File: config.mk
export PLATFORM = sky130hd
export DESIGN_NAME = multicycle_control
export DESIGN_NICKNAME = d
export VERILOG_FILES = /design/src/rtl/multicycle_control.sv
export SDC_FILE = /design/constraint.sdc
export NUM_CORES = 1
export LEC_CHECK = 0
export CAP_MARGIN = 20
export CORE_MARGIN = 10
export CORE_UTILIZATION = 40
export DETAILED_ROUTE_END_ITERATION = 8
export PLACE_DENSITY = 0.79
export SLEW_MARGIN = 25
export SYNTH_ARGS = -nofsm -noshare
export SYNTH_HDL_FRONTEND = slang
export SYNTH_SLANG_ARGS = --single-unit
File: constraint.sdc
create_clock -name clk -period 2.2 [get_ports clk]
set_clock_uncertainty 0.05 [all_clocks]
set_input_delay 0.33 -clock clk [delete_from_list [all_inputs] [get_ports clk]]
set_output_delay 0.33 -clock clk [all_outputs]
set_load 0.01 [all_outputs]
File: src/rtl/multicycle_control.sv
// Multicycle CPU control unit: IF/ID/EXE/MEM/WB sequencer with bounded
// memory-wait watchdog and HALT state.
// Optional feature: define MULTICYCLE_PERF_EN to enable the retired-
// instruction counter on instr_retired (otherwise it is tied to zero).
module multicycle_control #(
  parameter int MEM_WAIT_MAX = 8,
  parameter int CNT_W        = 32
) (
  input  logic             clk,
  input  logic             rst,
  input  logic [5:0]       opcode,
  input  logic             mem_ready,
  output logic             memread,
  output logic             memwrite,
  output logic             iord,
  output logic             ir_write,
  output logic             pc_write,
  output logic             regwrite,
  output logic             regdst,
  output logic             memtoreg,
  output logic             alusrc_a,
  output logic             alusrc_b,
  output logic             extsel,
  output logic [1:0]       aluop,
  output logic             branch_eq,
  output logic             branch_ne,
  output logic             branch_ltz,
  output logic             jump,
  output logic [2:0]       state,
  output logic             halted,
  output logic             mem_err,
  output logic [CNT_W-1:0] instr_retired
);

  typedef enum logic [2:0] {
    S_IF   = 3'd0,
    S_ID   = 3'd1,
    S_EXE  = 3'd2,
    S_MEM  = 3'd3,
    S_WB   = 3'd4,
    S_HALT = 3'd5
  } state_t;

  localparam logic [5:0] OP_ANDI  = 6'b010000;
  localparam logic [5:0] OP_ORI   = 6'b010010;
  localparam logic [5:0] OP_ADDIU = 6'b000010;
  localparam logic [5:0] OP_SLTI  = 6'b011100;
  localparam logic [5:0] OP_SLL   = 6'b011000;
  localparam logic [5:0] OP_LW    = 6'b100111;
  localparam logic [5:0] OP_SW    = 6'b100110;
  localparam logic [5:0] OP_BEQ   = 6'b110000;
  localparam logic [5:0] OP_BNE   = 6'b110001;
  // bltz has no assigned decode; it sits next to beq/bne in the branch group.
  localparam logic [5:0] OP_BLTZ  = 6'b110010;
  localparam logic [5:0] OP_J     = 6'b111000;
  localparam logic [5:0] OP_HALT  = 6'b111111;

  // The watchdog trips on the wait cycle that would bring the count to MAX.
  localparam logic [7:0] WAIT_LAST = 8'(MEM_WAIT_MAX - 1);

  state_t      state_reg, state_next;
  logic [5:0]  op_q_reg;
  logic [7:0]  wait_cnt_reg;
  logic        mem_err_reg;
  logic        err_trip;
  logic        wait_hit;

  logic        dec_regdst, dec_memtoreg, dec_alusrc_a, dec_alusrc_b, dec_extsel;
  logic [1:0]  dec_aluop;

  assign state   = state_reg;
  assign mem_err = mem_err_reg;
  assign wait_hit = !mem_ready && (wait_cnt_reg == WAIT_LAST);

  // Datapath decode of the latched opcode; anything unlisted is R-type.
  always_comb begin
    dec_aluop    = 2'b10;
    dec_regdst   = 1'b1;
    dec_extsel   = 1'b1;
    dec_memtoreg = 1'b0;
    dec_alusrc_a = 1'b0;
    dec_alusrc_b = 1'b0;
    case (op_q_reg)
      OP_ANDI, OP_ORI: begin
        dec_extsel   = 1'b0;
        dec_regdst   = 1'b0;
        dec_alusrc_b = 1'b1;
      end
      OP_ADDIU: begin
        dec_regdst   = 1'b0;
        dec_alusrc_b = 1'b1;
        dec_aluop    = 2'b00;
      end
      OP_SLTI: begin
        dec_regdst   = 1'b0;
        dec_alusrc_b = 1'b1;
      end
      OP_SLL: begin
        dec_alusrc_a = 1'b1;
      end
      OP_LW: begin
        dec_regdst   = 1'b0;
        dec_memtoreg = 1'b1;
        dec_aluop    = 2'b00;
        dec_alusrc_b = 1'b1;
      end
      OP_SW: begin
        dec_aluop    = 2'b00;
        dec_alusrc_b = 1'b1;
      end
      OP_BEQ, OP_BNE: begin
        dec_aluop    = 2'b01;
      end
      default: ;
    endcase
  end

  // Next-state logic and per-state control strobes.
  always_comb begin
    state_next = state_reg;
    err_trip   = 1'b0;
    memread    = 1'b0;
    memwrite   = 1'b0;
    iord       = 1'b0;
    ir_write   = 1'b0;
    pc_write   = 1'b0;
    regwrite   = 1'b0;
    branch_eq  = 1'b0;
    branch_ne  = 1'b0;
    branch_ltz = 1'b0;
    jump       = 1'b0;
    halted     = 1'b0;
    aluop      = 2'b10;
    regdst     = 1'b1;
    extsel     = 1'b1;
    memtoreg   = 1'b0;
    alusrc_a   = 1'b0;
    alusrc_b   = 1'b0;

    // Decode outputs follow op_q only while an instruction is executing.
    if (state_reg == S_EXE || state_reg == S_MEM || state_reg == S_WB) begin
      aluop    = dec_aluop;
      regdst   = dec_regdst;
      extsel   = dec_extsel;
      memtoreg = dec_memtoreg;
      alusrc_a = dec_alusrc_a;
      alusrc_b = dec_alusrc_b;
    end

    case (state_reg)
      S_IF: begin
        memread = 1'b1;
        if (mem_ready) begin
          ir_write   = 1'b1;
          pc_write   = 1'b1;
          state_next = S_ID;
        end else if (wait_hit) begin
          err_trip   = 1'b1;
          state_next = S_HALT;
        end
      end
      S_ID: begin
        if (opcode == OP_HALT) begin
          state_next = S_HALT;
        end else if (opcode == OP_J) begin
          pc_write   = 1'b1;
          jump       = 1'b1;
          state_next = S_IF;
        end else begin
          state_next = S_EXE;
        end
      end
      S_EXE: begin
        case (op_q_reg)
          OP_BEQ:       begin branch_eq  = 1'b1; state_next = S_IF; end
          OP_BNE:       begin branch_ne  = 1'b1; state_next = S_IF; end
          OP_BLTZ:      begin branch_ltz = 1'b1; state_next = S_IF; end
          OP_LW, OP_SW: state_next = S_MEM;
          default:      state_next = S_WB;
        endcase
      end
      S_MEM: begin
        iord     = 1'b1;
        memread  = (op_q_reg == OP_LW);
        memwrite = (op_q_reg == OP_SW);
        if (mem_ready) begin
          state_next = (op_q_reg == OP_LW) ? S_WB : S_IF;
        end else if (wait_hit) begin
          err_trip   = 1'b1;
          state_next = S_HALT;
        end
      end
      S_WB: begin
        regwrite   = 1'b1;
        state_next = S_IF;
      end
      S_HALT: begin
        halted = 1'b1;
      end
      default: state_next = S_IF;
    endcase
  end

  // State, latched opcode, memory wait counter and sticky error flag.
  always_ff @(posedge clk) begin
    if (rst) begin
      state_reg    <= S_IF;
      op_q_reg     <= 6'd0;
      wait_cnt_reg <= 8'd0;
      mem_err_reg  <= 1'b0;
    end else begin
      state_reg <= state_next;
      if (state_reg == S_ID) begin
        op_q_reg <= opcode;
      end
      if (state_next != state_reg && (state_next == S_IF || state_next == S_MEM)) begin
        wait_cnt_reg <= 8'd0;
      end else if ((state_reg == S_IF || state_reg == S_MEM) && !mem_ready) begin
        wait_cnt_reg <= wait_cnt_reg + 8'd1;
      end
      if (err_trip) begin
        mem_err_reg <= 1'b1;
      end
    end
  end

`ifdef MULTICYCLE_PERF_EN
  logic [CNT_W-1:0] retired_reg;

  // Count every completed instruction, i.e. each return to IF from ID..WB.
  always_ff @(posedge clk) begin
    if (rst) begin
      retired_reg <= '0;
    end else if (state_next == S_IF &&
                 (state_reg == S_ID || state_reg == S_EXE ||
                  state_reg == S_MEM || state_reg == S_WB)) begin
      retired_reg <= retired_reg + 1'b1;
    end
  end

  assign instr_retired = retired_reg;
`else
  assign instr_retired = '0;
`endif

endmodule

Word level (Yosys, flattened, before mapping):

Cells that the tools add are included.

* bits in registers: 18
* input port bits: 9
* logic and storage cells: 84

* add/sub/neg operators: 1
* eq/ne operators: 20
* muxes and demuxes: 40
* reductions and logical operators: 19

Operators by type and width (count)
* 6-bit == test (second input constant): 7
* 1-bit 2-to-1 mux: 28
* 6-bit by 5-bit == test with 1-bit output (second input constant): 4
* 3-bit 2-to-1 mux: 5
* 3-bit case mux with 5 select lines: 1
* 2-bit OR reduction: 5
* 3-bit by 2-bit == test with 1-bit output (second input constant): 3
* 8-bit by 1-bit adder with 8-bit output (second input constant): 1
* 8-bit by 3-bit == test with 1-bit output (second input constant): 1
* 3-bit == test (second input constant): 2
* 6-bit by 2-bit == test with 1-bit output (second input constant): 1
* 3-bit logical NOT: 2
* 3-bit case mux with 2 select lines: 1
* 3-bit OR reduction: 2
* 6-bit OR reduction: 1
* 5-bit OR reduction: 1
* 1-bit logical OR: 4
* 2-bit 2-to-1 mux: 2
* 1-bit case mux with 2 select lines: 2
* 2-bit case mux with 2 select lines: 1
* 3-bit by 1-bit == test with 1-bit output (second input constant): 1
* 1-bit logical AND: 3
* 3-bit != test: 1
* 1-bit logical NOT: 1

Depth between registers and ports, before layout:

Gate-level depths: netlist of run 1.

* depth after elaboration: 9
* gate-level depth with buffers: 8
* gate-level depth less buffers: 6

Worst setup path after synthesis of run 1:

OpenSTA, ideal clock, no wires.

* kind: flip-flop to output port
* from: register state_reg[2] (netlist: state[2])
* to: output alusrc_a
* arrival time: 1.765 ns
* data required time: 1.820 ns
* path slack: 0.055 ns
* stages on the path, launching flop included: 6
* cell sequence: dfxtp_1 -> clkbuf_8 -> nor3b_1 -> nor2_1 -> or3_1 -> nor3_1

* word-level cells in the longest chain between the ends: 4
* elaborated cells on any way between the ends: 6

Ends and longest elaborated chain
* start, declared: line 61 `state_t state_reg, state_next;`
* start signal, assigned: line 212 `state_reg <= state_next;`
* 3-bit by 2-bit == test with 1-bit output: line 141 `if (state_reg == S_EXE || state_reg == S_MEM || state_reg == S_WB) begin`
* 1-bit logical OR: line 141
* 1-bit logical OR *: line 141
* 1-bit 2-to-1 mux *: line 141
* end, declared: line 21 `output logic alusrc_a,`

Every way passes the cells marked *; elsewhere a longest branch is shown, timed or not.

Final worst setup path of run 1:

* from: register state_reg[1] (netlist: state[1])
* to: output pc_write

* word-level cells in the longest chain between the ends: 2
* elaborated cells on any way between the ends: 3

Ends and longest elaborated chain
* 3-bit by 1-bit == test with 1-bit output or 3-bit logical NOT (tied branches): line 150 `case (state_reg)`
* 1-bit case mux with 2 select lines *: line 150
* end, declared: line 17 `output logic pc_write,`

Marked as above.

==> results.cfg, run 1 <==
[run_status]
outcome = finished clean

[power_and_ir_drop]
vdd_ir_drop_max_v = 0.0002967
power-per-cell-area_nw_per_um2 = 426.2
static-leakage-power_nw = 0.9163

[clock_network]
htreeDepth = 1
cts.reportedPaths.clkPinSlew_ns = 0.07
clockBufferDepth = 2
cts_made_buffers = 3
clock_sink_count = 18
cts_hold_buffers = 0
worst_skew_pair.late_latency_ns = 0.25
tritoncts = done
ctsRootBufferMaster = clkbuf_8

[grt]
grt_start_max_net_pins = 16
antenna_violations_before_repair = 0
busiest_layer = met2
wire_length_of_the_first_global_routing_pass_mm = 6.755
grt-ovfl-total = 0
use_met3_pct = 2.980
grt.total_usage_pct = 12.41
number_of_global_route_vias_before_repair = 1446
grt_use_met2_pct = 22.45
global_route.usage.met1_pct = 14.08

[job]
drv_cap = 0

[timing]
layout_worst_path_cycle_share_pct = 99.30
grt_setup_unrepaired = yes
hold_ws_ns = 0.4532
max_slew_violation_count = 0
hold_viol = 0
min_tclk_post_route_ns = 2.185
finalSetupViolations = 0
fmaxAchievable_mhz = 457.7

[cells_and_area]
antenna_cells = 0
layout-area-overhead-vs-synth_pct = 34.90
drive_above_1_share_pct = 25.40
layout.cells.non_filler = 300
final_cell_area_sq_um = 2012
fillCellCount = 352
finish.net_count = 264
largest_reg_flops = 8

[setup_path]
setup.worst_path.start_class = flip-flop
crit-reg2reg-launch = wait_cnt_reg[1]$_SDFFE_PP0P_
critical_path_class = flip-flop to output port
crit_path_end_kind = output port
critPathBufInv = 2
timing.critical_path.depth = 6
critical_path_arrival_ns = 1.80
critPathTopFamily = simple AND/OR/NAND/NOR gates
worst-endpoint-required_ns = 1.82
worst_path_largest_cell_delay_ns = 0.38
crit_path_start = state[1]$_SDFF_PP0_
timing.reg2reg.setup_slack_ns = 0.18
worst_setup_path_endpoint = pc_write
crit_path_max_fanout = 7
worst-r2r-cell-count = 7
reg2reg_to = wait_cnt_reg[6]$_SDFFE_PP0P_
critical_path.cell_chain = buf_4 -> and2b_1 -> nand2b_1 -> nor3_2 -> or2_2 -> dlygate4sd2_1
critical-path-slowest-cell = dfxtp_2

[logic_synthesis]
muxShareOfSynthArea_pct = 0.6711
synth_top_flop_cell = dfxtp_1
synth_enable_flop_cells = 0
synth_cells = 194
sequential_element_share_of_the_synthesized_area_pct = 24.16
synth.cell_area_sq_um = 1491
synth_simple_gate_area_share_pct = 30.96
synth.ff_latch_count = 18
synth.distinct_cells = 45
synth-warning-count = 0
post_synth.cell_area_avg_sq_um = 7.688
synth-async-reset-ratio_pct = 0
synth_compound_gate_area_share_pct = 14.93
post_synth_xor_area_fraction_pct = 4.698
combinational_family_with_the_most_area_after_synthesis = simple AND/OR/NAND/NOR gates
synthAdderAreaFrac_pct = 0.8389

[floorplanning]
die_h_microns = 81.06
count_of_pins_on_the_block_boundary = 63
fp-row-count = 22
fp.dieW_microns = 81.06
floorplan.initialDensity_pct = 41.05
coreArea_sq_um = 3633
floorplan.die_area_sq_um = 6571

[drt]
drt_first_iter_violations = 61
drt_pass1_iterations = 4
routed_via_density = 4.877
post-route-drc-count = 0
routed_wirelength_mm = 4.248
vias = 1463
drt-wirelength-per-cell_microns = 14.16
antenna_left = 0

[min_path]
timing.hold.worst.class = flip-flop to flip-flop
worstHoldPathCells = 2

[placed_design]
gp_congestion = 0.9279
post_dp_hpwl_mm = 3.290
placed_cells_incl_taps = 292
placed_area_sq_um = 1878
port-buffer-count = 30
==> through the flow <==
| stage | worst slack, ns | power [W] | utilization [%] | setup TNS (ns) |
|---|---|---|---|---|
| final | 0.01529 | 0.0008575 | 55.37 | 0 |
| after global routing | -0.05079 | 0.0009050 | 55.37 | -0.09708 |
| after CTS | 0.01839 | 0.0008506 | 54.58 | 0 |
| after detailed placement | -0.2742 | 0.0006174 | 51.69 | -0.5802 |
| after global placement | -0.1492 | 0.0006139 | 51.69 | -0.2607 |
| after floorplan | 0.05534 | 0.0005543 | - | 0 |
==> worst min-delay path by stage <==
stage | start | slack [ns] | end
3_3_place_gp | op_q_reg[5]$_SDFFE_PP0N_ | 0.42 | op_q_reg[5]$_SDFFE_PP0N_
4_1_cts | op_q_reg[2]$_SDFFE_PP0N_ | 0.45 | op_q_reg[2]$_SDFFE_PP0N_
5_1_grt | op_q_reg[5]$_SDFFE_PP0N_ | 0.48 | op_q_reg[5]$_SDFFE_PP0N_
6_report | op_q_reg[5]$_SDFFE_PP0N_ | 0.45 | op_q_reg[5]$_SDFFE_PP0N_
2_1_floorplan | opcode[0] | 0.41 | op_q_reg[0]$_SDFFE_PP0N_
3_5_place_dp | op_q_reg[2]$_SDFFE_PP0N_ | 0.44 | op_q_reg[2]$_SDFFE_PP0N_
==> final cells by class <==
class	instances	area, sq um	area share (%)
clock buffers	3	41.29	2.052
flip-flops and latches	18	366.6	18.22
well taps	48	60.06	2.985
inverters	6	22.52	1.119
repair buffers	65	569.3	28.30
multi-input cells	160	952.2	47.33
==> synthesized netlist by cell type, types with 5 or more instances <==
cell type  count  area share [%]
nand2_1       22             5.5
nor2_1        13             3.3
nor3_1         9             3.0
a21oi_1       11             3.7
nand3_1        7             2.3
xnor2_1        6             3.5
a31oi_1        9             3.8
o21ai_0        5             1.7
dfxtp_1       18              24
inv_1          6             1.5
buf_4         34              17
==> kinds of logic after synthesis <==
kind of cell | Yosys count
DFF | 18
AOI/OAI and AO/OA | 35
and+or+nand+nor | 83
buffers and inverters | 47
other | 1
xor gates and xnor gates | 8
adders and majority gates | 1
muxes | 1
==> worst min-delay path, stage by stage, from the launching register on <==
cell and delay (ns):
dfxtp_1 0.34, nand2_1 0.07, a21oi_1 0.06
==> what timing repair did <==
item                                   in CTS  in global routing
setup endpoints to repair                  13                 10
buffers inserted                            5                  0
pin swaps                                   1                  1
resized for setup                          21                 17
endpoints found under the hold margin       0                  0
==> power breakdown <==
group | total [W] | switching [W] | internal, W
sequential | 0.000361 | 0.0000180 | 0.000343
combinational | 0.000264 | 0.000142 | 0.000121
clock | 0.000233 | 0.000111 | 0.000122
total | 0.000857 | 0.000272 | 0.000586
==> cells in the final DEF (no fill, tap or decap), drive strengths merged, types with 2 or more instances in the layout <==
cell and n:
buf 36, conb 32, nand2 22, dfxtp 18, clkdlybuf4s50 14, nor2 13, a21oi 11, a31oi 9
nor3 9, dlygate4sd2 8, nand3 7, inv 6, xnor2 6, o21ai 5, dlymetal6s2s 5, clkbuf 5
nand4 4, nand2b 4, and2 4, nor3b 3, or2 2, and3 2, a22oi 2, o21bai 2
o211ai 2, xor2 2, and2b 2, or3 2, nand4b 2, or4b 2
==> metal layers <==
layer	routed length (microns)	vias to the layer above
met5	0	-
met4	40	0
met3	332	4
met2	2209	39
met1	1667	695
li1	-	725
Note: power is estimated with default switching activity, not from simulation.
==> run 2, diff against run 1 <==
==> constraint.sdc (replaced) <==
create_clock -name clk -period 2.2 [get_ports clk]
set_clock_uncertainty 0.05 [all_clocks]
set_input_delay 0.55 -clock clk [delete_from_list [all_inputs] [get_ports clk]]
set_output_delay 0.55 -clock clk [all_outputs]
set_load 0.01 [all_outputs]
==> results.cfg, run 2 (synthesis results as in run 1) <==
[grt]
number_of_global_route_vias_before_repair = 1492
grt-ovfl-total = 0
grt.total_usage_pct = 12.57
wire_length_of_the_first_global_routing_pass_mm = 6.810
grt_start_max_net_pins = 16
antenna_violations_before_repair = 0

[power_and_ir_drop]
vdd_ir_drop_max_v = 0.0003983
p_clk_share_pct = 29.9
pwr-share-comb_pct = 31.3
cellInternalPower_w = 0.0006349
sequentialPowerShare_pct = 38.8
power-per-cell-area_nw_per_um2 = 437.6
power_switching_w = 0.0002882
finalPower_w = 0.0009231
static-leakage-power_nw = 0.9568
sw_frac_of_total_pct = 31.22

[setup_path]
crit-reg2reg-launch = wait_cnt_reg[1]$_SDFFE_PP0P_
critical_path_class = flip-flop to output port
reg2reg_to = wait_cnt_reg[2]$_SDFFE_PP0P_
worst_setup_path_endpoint = regdst
critical_path_arrival_ns = 1.63
worst-endpoint-required_ns = 1.60
crit_path_end_kind = output port
crit_path_max_fanout = 4
timing.critical_path.depth = 7
critPathTopFamily = simple AND/OR/NAND/NOR gates
worst_path_largest_cell_delay_ns = 0.37
crit_path_start = state[1]$_SDFF_PP0_
critPathBufInv = 2
critical-path-slowest-cell = dfxtp_4
timing.reg2reg.setup_slack_ns = 0.18
critical_path.cell_chain = nor3b_4 -> nor2_2 -> or3_4 -> a21oi_4 -> buf_4 -> nor2_1 -> buf_2
worst-r2r-cell-count = 6
setup.worst_path.start_class = flip-flop

[timing]
max_slew_violation_count = 0
setup_slack_ns = -0.02861
min_tclk_post_route_ns = 2.229
grt_setup_unrepaired = yes
hold_viol = 0
layout_worst_path_cycle_share_pct = 101.3
finalSetupViolations = 2
fmaxAchievable_mhz = 448.7

[drt]
drt_pass1_iterations = 4
vias = 1540
post-route-drc-count = 0
drt_first_iter_violations = 65
antenna_left = 0
routed_wirelength_mm = 4.415
drt-wirelength-per-cell_microns = 14.33
routed_via_density = 5.000

[floorplanning]
floorplan.die_area_sq_um = 6571
fp.dieW_microns = 81.06
fp-row-count = 22
count_of_pins_on_the_block_boundary = 63
coreArea_sq_um = 3633
floorplan.initialDensity_pct = 41.05
die_h_microns = 81.06

[clock_network]
htreeDepth = 1
cts_hold_buffers = 0
ctsRootBufferMaster = clkbuf_8
clockBufferDepth = 2
worst_skew_pair.late_latency_ns = 0.26
cts_made_buffers = 3
cts.reportedPaths.clkPinSlew_ns = 0.07
tritoncts = done
clock_sink_count = 18

[cells_and_area]
layout-area-overhead-vs-synth_pct = 41.44
layout.cells.non_filler = 308
end_of_flow_core_utilization_pct = 58.06
finish.net_count = 271
largest_reg_flops = 8
fillCellCount = 365
antenna_cells = 0
layout.cells.most_common = buf_4
drive_above_1_share_pct = 33.85
layout_common_cells = buf_4 (39), conb_1 (32), nand2_1 (22)

[placed_design]
placed_cells_incl_taps = 303
gp_congestion = 0.9498
port-buffer-count = 30
place_ws_ns = -0.6886
post_dp_hpwl_mm = 3.451

[min_path]
timing.hold.worst.class = flip-flop to flip-flop
worstHoldPathCells = 2

[run_status]
outcome = finished with violations
violated_checks = setup timing

[job]
drv_cap = 0
run 2: area by class of cell:
type | instances | area, sq um | area share [%]
inverter | 6 | 22.52 | 1.068
tap | 48 | 60.06 | 2.847
sequential | 18 | 370.4 | 17.56
multi-input combinational | 160 | 1013 | 48.04
timing repair buffer | 72 | 588.1 | 27.88
clock buffer | 4 | 55.05 | 2.610
run 2: repair_timing:
item | 4_1_cts | 5_1_grt
resized for setup | 66 | 24
pin swaps | 11 | 6
buffers inserted | 1 | 0
endpoints found under the setup margin | 26 | 16
run 2: power by group through the flow:
| stage | Combinational, W | Clock, W | Sequential [W] |
|---|---|---|---|
| 2_1_floorplan | 0.000190 | 0 | 0.000365 |
| 3_3_place_gp | 0.000264 | 0 | 0.000362 |
| 3_5_place_dp | 0.000268 | 0 | 0.000363 |
| 4_1_cts | 0.000275 | 0.000280 | 0.000357 |
| 5_1_grt | 0.000313 | 0.000298 | 0.000360 |
| 6_report | 0.000289 | 0.000276 | 0.000358 |
run 2: worst min-delay path: stages (launching register included):
cell and delay (ns):
dfxtp_1 0.35, a21oi_1 0.05, nor2_1 0.08
run 2: how the worst min path moves through the flow:
stage / startpoint / to
6_report: mem_err$_SDFFE_PP0P_ / mem_err$_SDFFE_PP0P_
3_5_place_dp: mem_err$_SDFFE_PP0P_ / mem_err$_SDFFE_PP0P_
2_1_floorplan: op_q_reg[3]$_SDFFE_PP0N_ / op_q_reg[3]$_SDFFE_PP0N_
3_3_place_gp: mem_err$_SDFFE_PP0P_ / mem_err$_SDFFE_PP0P_
5_1_grt: wait_cnt_reg[7]$_SDFFE_PP0P_ / wait_cnt_reg[7]$_SDFFE_PP0P_
4_1_cts: mem_err$_SDFFE_PP0P_ / mem_err$_SDFFE_PP0P_
run 2: layer usage:
metal	vias to the layer above	GRT usage [%]	part of all wire (%)
li1	743	-	-
met1	734	13.19	39
met2	57	23.65	51
met3	6	3.422	9.1
met4	0	3.979	1.3
met5	-	0	0
run 2: stage by stage:
step           hold slack [ns]  cell area (sq um)  TNS (ns)
2_1_floorplan           0.4305               1613         0
3_3_place_gp            0.4290               1953    -5.342
3_5_place_dp            0.4350               1953    -5.952
4_1_cts                 0.4684               2061   -0.1040
5_1_grt                 0.5057               2110   -0.3290
6_report                0.4663               2110  -0.04295
==> patch, RTL diff (config.mk and constraints of run 1) <==
Set the parameter `CNT_W` to 16 (it was 32).
--- a/src/rtl/multicycle_control.sv
+++ b/src/rtl/multicycle_control.sv
@@ -4,7 +4,7 @@
 // instruction counter on instr_retired (otherwise it is tied to zero).
 module multicycle_control #(
   parameter int MEM_WAIT_MAX = 8,
-  parameter int CNT_W        = 32
+  parameter int CNT_W        = 16
 ) (
   input  logic             clk,
   input  logic             rst,
Interface: changed (resized instr_retired); port bits go from 63 to 47. The function was not compared with the original's and may differ.
==> patch against run 1 <==
Sequential cell count stayed put. Power down 6.1%. Final area shrank 8.0%. Area after synthesis decreased by 8.1%. Worst setup slack better by 88 ps. Routed wire length decreased by 9.3%. Sequential share of layout area is 1.7 points higher. Largest cell class unchanged. Largest power group unchanged.
==> patch: results (changes against run 1) <==
Synth
  • Post-Synth Adder-Cell Area: 0.00912 (+0.000735)
  • Mux share of post-synthesis cell area: 0.00730 (+0.000588)
  • Compound-cell area share of the yosys netlist: 0.162 (+0.0131)
  • Synth area leaders: dfxtp_1 26%, buf_4 9.9%, nand2_1 6.0%
  • Cell count after synthesis: 178 (-8.2%)
  • Seq/Total Area, Yosys: 0.263 (+0.0212)

GRT
  • First-pass GRT wire length: 6440 um (-4.6%)
  • GR Layer Usage met2: 0.212 (-0.0124)
  • Gr usage total: 0.123 (-0.000870)
  • M3 GR Usage: 0.0239 (-0.00588)

Setup path
  • Worst path arrival time: 1720 ps (-80 ps)
  • CP Max Fanout: 6 (-1)
  • Slowest cell on crit path: dfxtp_1

Clock tree
  • Clock Latency Late Sink: 300 ps (+50 ps)
  • Clock root buffer master: clkbuf_4

Status
  • Outcome: complete, no violations

Route
  • Routed WL: 3850 um (-9.3%)
  • Starting DRT DRC Count: 48 (-21%)
  • Vias after detailed routing: 1387 (-5.2%)
  • Avg WL per Cell: 14.0 um (-1.1%)

Placed design
  • Placed cell count: 271 (-7.2%)
  • DP Worst Slack: -193 ps (+81.2 ps)
  • GPL Wtd Cong: 0.835 (-10%)
  • DP HPWL: 3020 um (-8.3%)

Pwr
  • Leakage Power: 0.758 nW (-17%)
  • Switch share: 0.315 (-0.00239)
  • Max VDD drop: 0.314 mV (+5.7%)

Finish
  • Layout cells sized above 1: 0.249 (-0.00506)
  • Fill count: 336 (-4.5%)

STA
  • Hold WS: 462 ps (+8.31 ps)
  • Post-route setup slack: 103 ps (+87.9 ps)
patch: cell types whose count changed in the layout (fill, tap and decap cells not counted), sizes merged:
cell,delta
dlygate4sd2,+3
conb,-16
dlymetal6s2s,-5
buf,-8
clkbuf,+2
clkdlybuf4s15,+1
patch: per-stage QoR:
step / util / TNS [ps] / area (um2)
after floorplan: - / 0 / 1430
after global placement: 0.534 / -890 / 1780
after detailed placement: 0.534 / -1240 / 1780
after CTS: 0.559 / -11.3 / 1860
after global routing: 0.555 / -14.6 / 1850
final: 0.555 / 0 / 1850
patch: layout make-up:
class / count / area share
Inverter: 6 / 0.0122
Timing Repair Buffer: 57 / 0.257
Sequential cell: 18 / 0.199
Clock buffer: 4 / 0.0196
Multi-Input combinational cell: 144 / 0.480
Tap cell: 46 / 0.0311
patch: logic make-up after synthesis:
kind of cell	after synthesis
simple gates	83
xor+xnor	8
other cells	1
compound gates	35
fa+ha+maj	1
mux	1
flops	18
buf+inv	31
patch: final timing paths:
| kind | startpoint | end | depth (start not counted) |
|---|---|---|---|
| min | mem_err | mem_err | 2 |
| max reg2reg | wait_cnt_reg[0] | wait_cnt_reg[2] | 7 |
| min reg2reg | mem_err | mem_err | 2 |
| max | op_q_reg[3] | memtoreg | 4 |
patch: metal layers:
| metal | vias up | part of all wire |
|---|---|---|
| li1 | 694 | - |
| met1 | 625 | 0.43 |
| met2 | 64 | 0.47 |
| met3 | 4 | 0.090 |
| met4 | 0 | 0.010 |
| met5 | - | 0 |
patch: tightest hold or removal path: stages (launching register included):
cell and delay, ps:
dfxtp_1 350, a21oi_1 40, nor2_1 80
patch: repair_timing:
action	CTS	global route
pin swaps	0	0
setup buffers	0	0
resized for setup	36	10
setup endpoints to repair	15	7
patch: power groups by stage:
stage | sequential (W) | clock [W] | combinational (W)
3_5_place_dp | 0.000367 | 0 | 0.000226
4_1_cts | 0.000362 | 0.000213 | 0.000229
5_1_grt | 0.000366 | 0.000230 | 0.000256
6_report | 0.000363 | 0.000211 | 0.000231
3_3_place_gp | 0.000367 | 0 | 0.000222
2_1_floorplan | 0.000365 | 0 | 0.000157
